**src/rtl/ahb2apb_bridge.sv**
```systemverilog
// AHB-Lite slave to APB master bridge: each accepted AHB transfer becomes one APB SETUP+ACCESS.
// Define AHB2APB_PSLVERR_EN to turn PSLVERR from the selected slave into a 2-cycle AHB ERROR.
package ahb_params_pkg;
  localparam logic [1:0] HTRANS_IDLE     = 2'b00;
  localparam logic [1:0] HTRANS_BUSY     = 2'b01;
  localparam logic [1:0] HTRANS_NONSEQ   = 2'b10;
  localparam logic [1:0] HTRANS_SEQ      = 2'b11;
  localparam logic [2:0] HSIZE_BYTE      = 3'b000;
  localparam logic [2:0] HSIZE_HALF_WORD = 3'b001;
  localparam logic [2:0] HSIZE_WORD      = 3'b010;
endpackage

module ahb2apb_bridge
  import ahb_params_pkg::*;
#(
  parameter int ADDR_WIDTH        = 32,
  parameter int DATA_WIDTH        = 32,
  parameter int NO_OF_APB_SLAVES  = 3,
  parameter int APB_SLV_ADDR_BITS = 12
) (
  input  logic                                   HCLK,
  input  logic                                   HRESET,
  input  logic                                   HSEL,
  input  logic [ADDR_WIDTH-1:0]                  HADDR,
  input  logic [1:0]                             HTRANS,
  input  logic                                   HWRITE,
  input  logic [2:0]                             HSIZE,
  input  logic [DATA_WIDTH-1:0]                  HWDATA,
  input  logic                                   HREADY,
  output logic                                   HREADYOUT,
  output logic                                   HRESP,
  output logic [DATA_WIDTH-1:0]                  HRDATA,
  output logic [ADDR_WIDTH-1:0]                  PADDR,
  output logic [NO_OF_APB_SLAVES-1:0]            PSEL,
  output logic                                   PENABLE,
  output logic                                   PWRITE,
  output logic [DATA_WIDTH-1:0]                  PWDATA,
  input  logic [NO_OF_APB_SLAVES*DATA_WIDTH-1:0] PRDATA,
  input  logic [NO_OF_APB_SLAVES-1:0]            PREADY,
  input  logic [NO_OF_APB_SLAVES-1:0]            PSLVERR
);

  localparam int IDX_W = 4;

  typedef enum logic [2:0] {ST_IDLE, ST_WDATA, ST_SETUP, ST_ACCESS, ST_ERR} state_t;

  state_t                        state, state_n;
  logic [IDX_W-1:0]              idx, idx_n, addr_idx;
  logic                          hreadyout_n, hresp_n, penable_n, pwrite_n;
  logic [DATA_WIDTH-1:0]         hrdata_n, pwdata_n, sel_rdata;
  logic [ADDR_WIDTH-1:0]         paddr_n;
  logic [NO_OF_APB_SLAVES-1:0]   psel_n, addr_onehot, idx_onehot;
  logic                          accept, bad_access, sel_ready, sel_err, slverr_hit;

  assign addr_idx   = HADDR[APB_SLV_ADDR_BITS +: IDX_W];
  assign accept     = HSEL && HREADY && (state == ST_IDLE) &&
                      ((HTRANS == HTRANS_NONSEQ) || (HTRANS == HTRANS_SEQ));
  // One extra bit so that NO_OF_APB_SLAVES = 16 does not wrap to zero.
  assign bad_access = ({1'b0, addr_idx} >= (IDX_W+1)'(NO_OF_APB_SLAVES)) || (HSIZE > HSIZE_WORD);

  // Slave decode for the incoming address and response mux for the latched slave.
  always_comb begin
    addr_onehot = '0;
    idx_onehot  = '0;
    sel_ready   = 1'b0;
    sel_err     = 1'b0;
    sel_rdata   = '0;
    for (int i = 0; i < NO_OF_APB_SLAVES; i++) begin
      if (addr_idx == IDX_W'(i)) addr_onehot[i] = 1'b1;
      if (idx == IDX_W'(i)) begin
        idx_onehot[i] = 1'b1;
        sel_ready     = PREADY[i];
        sel_err       = PSLVERR[i];
        sel_rdata     = PRDATA[i*DATA_WIDTH +: DATA_WIDTH];
      end
    end
  end

`ifdef AHB2APB_PSLVERR_EN
  assign slverr_hit = sel_err;
`else
  logic unused_sel_err;
  assign unused_sel_err = sel_err;
  assign slverr_hit     = 1'b0;
`endif

  always_comb begin
    state_n     = state;
    idx_n       = idx;
    hreadyout_n = HREADYOUT;
    hresp_n     = HRESP;
    hrdata_n    = HRDATA;
    paddr_n     = PADDR;
    psel_n      = PSEL;
    penable_n   = PENABLE;
    pwrite_n    = PWRITE;
    pwdata_n    = PWDATA;
    unique case (state)
      ST_IDLE: begin
        // Also the second cycle of an error response: HRESP drops here unless a new error starts.
        hreadyout_n = 1'b1;
        hresp_n     = 1'b0;
        if (accept) begin
          hreadyout_n = 1'b0;
          if (bad_access) begin
            hresp_n = 1'b1;
            state_n = ST_ERR;
          end else begin
            idx_n    = addr_idx;
            paddr_n  = HADDR;
            pwrite_n = HWRITE;
            if (HWRITE) begin
              state_n = ST_WDATA;
            end else begin
              psel_n  = addr_onehot;
              state_n = ST_SETUP;
            end
          end
        end
      end
      ST_WDATA: begin
        pwdata_n = HWDATA;
        psel_n   = idx_onehot;
        state_n  = ST_SETUP;
      end
      ST_SETUP: begin
        penable_n = 1'b1;
        state_n   = ST_ACCESS;
      end
      ST_ACCESS: begin
        if (sel_ready) begin
          psel_n    = '0;
          penable_n = 1'b0;
          if (slverr_hit) begin
            hresp_n = 1'b1;
            state_n = ST_ERR;
          end else begin
            if (!PWRITE) hrdata_n = sel_rdata;
            hreadyout_n = 1'b1;
            state_n     = ST_IDLE;
          end
        end
      end
      ST_ERR: begin
        hreadyout_n = 1'b1;
        hresp_n     = 1'b1;
        state_n     = ST_IDLE;
      end
      default: state_n = ST_IDLE;
    endcase
  end

  always_ff @(posedge HCLK) begin
    if (HRESET) begin
      state     <= ST_IDLE;
      idx       <= '0;
      HREADYOUT <= 1'b1;
      HRESP     <= 1'b0;
      HRDATA    <= '0;
      PADDR     <= '0;
      PSEL      <= '0;
      PENABLE   <= 1'b0;
      PWRITE    <= 1'b0;
      PWDATA    <= '0;
    end else begin
      state     <= state_n;
      idx       <= idx_n;
      HREADYOUT <= hreadyout_n;
      HRESP     <= hresp_n;
      HRDATA    <= hrdata_n;
      PADDR     <= paddr_n;
      PSEL      <= psel_n;
      PENABLE   <= penable_n;
      PWRITE    <= pwrite_n;
      PWDATA    <= pwdata_n;
    end
  end

endmodule

```
**config.mk**
```make
export PLATFORM = sky130hd
export DESIGN_NAME = ahb2apb_bridge
export DESIGN_NICKNAME = d
export VERILOG_FILES = /design/src/rtl/ahb2apb_bridge.sv
export SDC_FILE = /design/constraint.sdc
export NUM_CORES = 1
export LEC_CHECK = 0
export CAP_MARGIN = 0
export CORE_MARGIN = 2
export CORE_UTILIZATION = 35
export CTS_CLUSTER_SIZE = 30
export DETAILED_ROUTE_END_ITERATION = 10
export HOLD_SLACK_MARGIN = 0.02
export PLACE_DENSITY_LB_ADDON = 0.05
export SYNTH_ARGS = -nofsm -noshare
export SYNTH_HDL_FRONTEND = slang
export SYNTH_SLANG_ARGS = --single-unit
```
**constraint.sdc**
```tcl
create_clock -name HCLK -period 1.8 [get_ports HCLK]
set_input_delay 0.18 -clock HCLK [delete_from_list [all_inputs] [get_ports HCLK]]
set_output_delay 0.18 -clock HCLK [all_outputs]
set_load 0.02 [all_outputs]
```
## Word-level counts from Yosys, hierarchy flattened

Index checks and enable logic that the tools add are counted.

- $add $sub $neg: 0
- $mul: 0
- Reductions and logical operators: 18
- Shift operators: 0
- Bitwise logic cells: 2
- Magnitude comparators: 2
- Muxes and demuxes: 29
- Div/mod/pow operators: 0
- Equality and inequality tests: 14

Operators with widths:

| cell | number |
|---|---|
| 32-bit 2-to-1 mux | 3 |
| 3-bit 2-to-1 mux | 6 |
| 1-bit 2-to-1 mux | 14 |
| 3-bit one-hot mux with 4 select lines | 1 |
| 3-bit one-hot mux with 3 select lines | 1 |
| 4-bit by 1-bit equality test with 1-bit output, second input constant | 2 |
| 4-bit by 2-bit equality test with 1-bit output, second input constant | 2 |
| 4-bit zero test | 2 |
| 2-bit != test, second input constant | 4 |
| 3-bit by 2-bit equality test with 1-bit output, second input constant | 2 |
| 2-bit AND reduction | 3 |
| 3-bit AND reduction | 2 |
| 3-bit nonzero test | 2 |
| 5-bit AND reduction | 1 |
| 2-bit equality test, second input constant | 2 |
| 4-bit by 2-bit greater-or-equal comparator with 1-bit output, second input constant | 1 |
| 1-bit one-hot mux with 2 select lines | 2 |
| 2-bit nonzero test | 2 |
| 3-bit by 1-bit equality test with 1-bit output, second input constant | 1 |
| 3-bit equality test, second input constant | 1 |
| 3-bit by 2-bit > comparator with 1-bit output, second input constant | 1 |
| 1-bit logical AND | 3 |
| 3-bit zero test | 1 |
| 1-bit one-hot mux with 3 select lines | 1 |
| 3 further kinds | 5 |

- Bits in writable memories: 0
- Bits in read-only memories: 0
- Bits in latches: 0
- Memories kept: 0
- Register bits: 110
- Logic and storage cells: 75

## Longest topological paths before layout

Gate-level depths: netlist of the first run.

- Word-level depth: 6
- Gate-level depth with buffers: 8

## Least setup slack after synthesis of the first run

Ideal clock, no wire load.

- Path kind: reg-to-reg
- Start: register PADDR[13] (netlist name)
- End: register HRDATA[10]
- Required time: 1.729 ns
- Library setup time: 0.071 ns
- Arrival: 1.658 ns
- Path slack: 0.071 ns
- Clock period less this slack: 1.729 ns
- Stages on the path, launching flop included: 8
- Path through: dfxtp_1 > nand2b_1 > a2111oi_4 > and4b_1 > buf_6 > buf_12 > o211ai_2 > a21oi_2

RTL lines:

| element | line | source |
|---|---|---|
| end signal, assigned | 170 | `HRDATA <= hrdata_n;` |
| end, declared | 32 | `output logic [DATA_WIDTH-1:0] HRDATA,` |

## Worst setup path in the final report of the first run

- Start: register state[2]
- End: register HRDATA[28]

- Cells in the longest elaborated chain, start to end: 2

Ends and longest elaborated chain:

| element | line | source |
|---|---|---|
| start, declared | 47 | `state_t state, state_n;` |
| start signal, assigned | 166 | `state <= state_n;` |
| 3-bit by 2-bit equality test with 1-bit output | 98 | `unique case (state)` |
| 3-bit AND reduction (no source line) | -- |  |

Every way passes these cells.
A chain may end at the register's enable or synchronous reset.

==> results of run 1 <==
-- worst max-delay path: stages (launching register included) --
cell and delay (ns):
dfxtp_2 0.32, nand2b_4 0.17, a2111oi_4 0.33, and4b_2 0.43, buf_6 0.21, o211ai_2 0.10, a21oi_2 0.14
-- Yosys cell counts (2+ instances only) --
cell      instances  area share
nand2_1         228        0.18
o211ai_1          4      0.0063
a21oi_2          30       0.055
a211oi_1          2      0.0031
nor2_1            4      0.0031
o211ai_2         30       0.078
buf_2            10       0.010
buf_12            3       0.013
nand2b_1          3      0.0039
o21ai_0          34       0.035
a21oi_1          69       0.072
dfxtp_1         106        0.44
nor2b_1           3      0.0039
and3_1            4      0.0052
nor3_1            5      0.0052
inv_1             2      0.0016
buf_6             2      0.0047
nand3_1           4      0.0042
a31oi_1           2      0.0026
clkbuf_1         31       0.024
nand4_1           2      0.0026
nor4_1            2      0.0026
-- stage by stage --
stage,utilization,instances
global route,0.621,1052
global placement,0.592,1035
finish,0.621,1052
CTS,0.613,1048
floorplan,-,600
detailed placement,0.592,1035
-- area by class of cell --
class                           instances  area [µm²]  area share
Timing Repair Buffer                  310        3150       0.382
Multi-Input combinational cell        445        2470       0.300
Sequential cell                       106        2120       0.258
Clock buffer                           10         229      0.0278
Tap cell                              176         220      0.0267
Clock inverter                          3        43.8     0.00531
Inverter                                2        7.51    0.000910
-- power by group through the flow --
stage / Clock, mW / Combinational [mW] / Sequential [mW]
finish: 1.88 / 1.12 / 2.49
global route: 2.04 / 1.20 / 2.50
CTS: 1.95 / 1.11 / 2.49
detailed placement: 0 / 1.10 / 2.54
global placement: 0 / 1.09 / 2.54
floorplan: 0 / 0.343 / 2.62
-- logic make-up after synthesis --
| kind of cell | after synthesis | synth area share |
|---|---|---|
| buf+inv | 49 | 0.0542 |
| flops | 106 | 0.442 |
| compound gates | 181 | 0.276 |
| simple gates | 264 | 0.228 |
-- state kept, by name, indices dropped and copies added (netlist names) --
register,flops
PWDATA,32
PENABLE,1
PADDR,32
HRDATA,32
PWRITE,1
HRESP,1
HREADYOUT,1
state,3
PSEL,3
-- layer usage --
layer,vias to the layer above,track usage,wire length (µm),part of all wire
met2,203,0.385,8240,0.50
met3,31,0.0653,1330,0.080
li1,2579,-,-,-
met5,-,0,0,0
met1,2369,0.234,6540,0.39
met4,0,0.0984,469,0.028
-- path summary, 6_finish.rpt --
kind                            startpoint          to  cells after the start  slack [ns]
worst max-delay path              state[2]  HRDATA[28]                      6        0.03
worst min register to register  PWDATA[22]  PWDATA[22]                      2        0.45
worst max register to register    state[2]  HRDATA[28]                      6        0.03
worst min-delay path                HRESET  HRDATA[29]                      2        0.27
-- timing repair --
action	CTS	global route
pin swaps	0	15
resized for setup	1	7
setup endpoints to repair	2	58
endpoints found under the hold margin	0	0
gates cloned	0	3
setup buffers	0	1
==> run metrics, run 1 <==
global-route wire length before repair=24800 µm; initial antenna violation count=0; clock latency on the worst-skew pair=0.35 ns; Hold Path Class=input port to register; peak supply drop=0.464 mV; warning count from the yosys run=0; Synth Net Count=776; ANT cells=0; commonest non-fill, non-tap cell in the layout=clkdlybuf4s50_1; die area=14700 µm²; CP max FO=8; startpoint types=register; Seq/Total Area, Yosys=0.442; pre-CTS setup slack=-0.250 ns; Pint=4.12 mW; most frequent cells in the layout=clkdlybuf4s50_1, nand2_1, dfxtp_1; number of synthesized flops with an enable pin=0; Design Area, Final=8250 µm²; Sw Share=0.249; TritonCTS clock tree=built; max cap viols=0; synthesized area=4800 µm²; RSZ-0062 raised after global routing=yes; Final WS setup=0.0346 ns; CP Data Required Time=2.08 ns; CTS buffer count=9; hold_buf cts=0; Main synth FF type=dfxtp_1; element type at the critical path end=register; Tmin final=1.77 ns; share of layout cells above drive strength 1=0.140; async set or reset register ratio after synthesis=0; Wirelength per Cell=15.7 µm; Root Buffer Master=clkbuf_16; Slew Limit Fails=0; max_slew headroom=0.693; syn avg cell area=8.00 µm²; Comb power frac=0.204; Synth Register Bits=106; clk buf depth=2; placed cell areas=7880 µm²; final wirelength=16600 µm; CTS Sinks=106; outcome=completed; initial drt markers=215; via count=5182; die width=121 µm; core area=13300 µm²; Final setup viols=0; Routed Antenna Nets=0; drt drc=0; I/O Buffers=274; largest net degree at the start of global routing=40; # fillers=1167; Final Skew=0.00545 ns; GRT overflow=0; total power=5.49 mW; Critical Path AT=2.05 ns; worst-margin pin slew=0.461 ns; total global-route track usage=0.216; Clk pin slew, worst setup/hold paths=0.07 ns; drt pass-1 iters=4; mean number of vias per cell=4.93; CTS H-tree depth=3; die height=121 µm; IO Count=279; Leak=2.90 nW; Reg power frac=0.453; Nets=1050; Final HPWL DP=12000 µm; Synth cell types=42; clock power share=0.343; fin crit share=0.981; final hold slack=0.274 ns; vias in the first global route=5108; Std-Cell Rows=42; initial core utilization=0.361; Fin Setup TNS=0 ns; cells after synthesis=600; Hold Fails Final Rpt=0; pwr dens=665 nW/µm²; WS Path Type=register to register; synthesis-to-finish area growth=71.8%; routability congestion estimate=0.837; NetSw=1.36 mW; Max Freq=566 MHz
Note: power is estimated with default switching activity, not from simulation.
==> run 2, diff against run 1 <==
--- a/constraint.sdc
+++ b/constraint.sdc
@@ -3,2 +3,2 @@
 set_output_delay 0.18 -clock HCLK [all_outputs]
-set_load 0.02 [all_outputs]
+set_load 0.005 [all_outputs]
==> run metrics, run 2 (synthesis results as in run 1) <==
outcome=completed; # fillers=1167; initial antenna violation count=0; Hold Fails Final Rpt=0; critical path's slowest cell=and4b_2; Worst R2R Setup Slack=0.03 ns; Final HPWL DP=12000 µm; total global-route track usage=0.216; routability congestion estimate=0.837; Leak=2.87 nW; CP Data Required Time=2.08 ns; multi-input logic area=2470 µm²; Final setup viols=0; element type at the critical path end=register; share of layout cells above drive strength 1=0.140; CP max FO=8; Critical Path AT=2.05 ns; core area=13300 µm²; worst-margin pin slew=0.457 ns; WS Path Type=register to register; Max Freq=566 MHz; Largest stage delay, worst path=0.43 ns; Design Area, Final=8250 µm²; Nets=1050; peak supply drop=0.461 mV; CTS buffer count=9; Slew Limit Fails=0; Clk pin slew, worst setup/hold paths=0.07 ns; largest net degree at the start of global routing=40; I/O Buffers=274; Tmin final=1.77 ns; Root Buffer Master=clkbuf_16; Layout Cells excl Fill=1052; final wirelength=16500 µm; Reg area=2120 µm²; FF-to-FF Start=state[2]; via count=5181; FF-to-FF End=HRDATA[28]; startpoint types=register; Crit path max-delay family=simple AND/OR/NAND/NOR gates; vias in the first global route=5108; TritonCTS clock tree=built; crit path launch=state[2]; CTS H-tree depth=3; dpl cells=1035; initial drt markers=216; CTS Sinks=106; clock latency on the worst-skew pair=0.35 ns; synthesis-to-finish area growth=71.8%; GRT overflow=0; IO Count=279; ANT cells=0; pwr dens=654 nW/µm²; RSZ-0062 raised after global routing=yes; drt drc=0; largest registers=HRDATA: 32 flops, PADDR: 32 flops, PWDATA: 32 flops; mean number of vias per cell=4.92; worst min-delay path startpoint=HRESET; R2R depth=6; worst-path cell chain=nand2b_4 -> a2111oi_4 -> and4b_2 -> buf_6 -> o211ai_2 -> a21oi_2; hold_buf cts=0; commonest non-fill, non-tap cell in the layout=clkdlybuf4s50_1; hold path depth=2; Final Skew=0.00545 ns; global-route wire length before repair=24800 µm; Worst Hold End=HRDATA[29]; die area=14700 µm²; Wirelength per Cell=15.7 µm; placed cell areas=7880 µm²; worst path bufs/invs=1; most frequent cells in the layout=clkdlybuf4s50_1, nand2_1, dfxtp_1; fin crit share=0.981; max_slew headroom=0.696; die height=121 µm; clk buf depth=2; max cap viols=0; Std-Cell Rows=42; Routed Antenna Nets=0; die width=121 µm; initial core utilization=0.361; Hold Path Class=input port to register; drt pass-1 iters=7
[run 2: changes by cell type in the layout (fill, tap and decap cells not counted)]
cell,before,now
clkdlybuf4s50_1,271,273
dlygate4sd2_1,1,0
dlymetal6s2s_1,1,0
[run 2: per-layer routing]
metal | track usage | share of wire
met1 | 0.234 | 0.39
met2 | 0.385 | 0.50
met3 | 0.0653 | 0.083
met4 | 0.0984 | 0.027
met5 | 0 | 0
[run 2: worst register-to-register path: cells and delay by family, from the launching register on]
family	cells	cell delay (ns)
and+or+nand+nor	2	0.60
AOI/OAI and AO/OA	3	0.57
DFF	1	0.32
buffers and inverters	1	0.22
[run 2: worst max-delay path by stage]
stage                      end  cells past startpoint
global route        HRDATA[29]                      6
global placement    HRDATA[20]                      7
CTS                  HRDATA[4]                      6
detailed placement  HRDATA[20]                      7
floorplan           HRDATA[10]                      8
finish              HRDATA[28]                      6
[run 2: area by class of cell]
cell class	count	area share
clock inverters	3	0.00531
inverters	2	0.000910
flip-flops and latches	106	0.258
clock buffers	10	0.0278
repair buffers	310	0.382
multi-input cells	445	0.300
well taps	176	0.0267
[run 2: where the power goes]
part	total (mW)	internal (mW)	switching [mW]	leakage [nW]
registers	2.49	2.43	0.0540	0.858
logic	1.02	0.631	0.393	1.88
clock network	1.88	1.06	0.824	0.134
total	5.39	4.12	1.27	2.87
[run 2: timing repair]
item,4_1_cts,5_1_grt
setup buffers,0,1
cloned,0,3
setup endpoints to repair,1,57
gates resized for setup,0,6
pin swaps,0,15
[run 2: stage by stage]
step                power [mW]   util  hold WS, ns  worst slack (ns)   TNS, ns
floorplan                 2.88      -        0.316             0.131         0
global placement          3.53  0.592        0.441            -0.205     -8.32
detailed placement        3.55  0.592        0.446            -0.250     -9.68
CTS                       5.45  0.613        0.261          -0.00914  -0.00914
global route              5.65  0.620        0.285           -0.0345    -0.370
finish                    5.39  0.620        0.272            0.0347         0
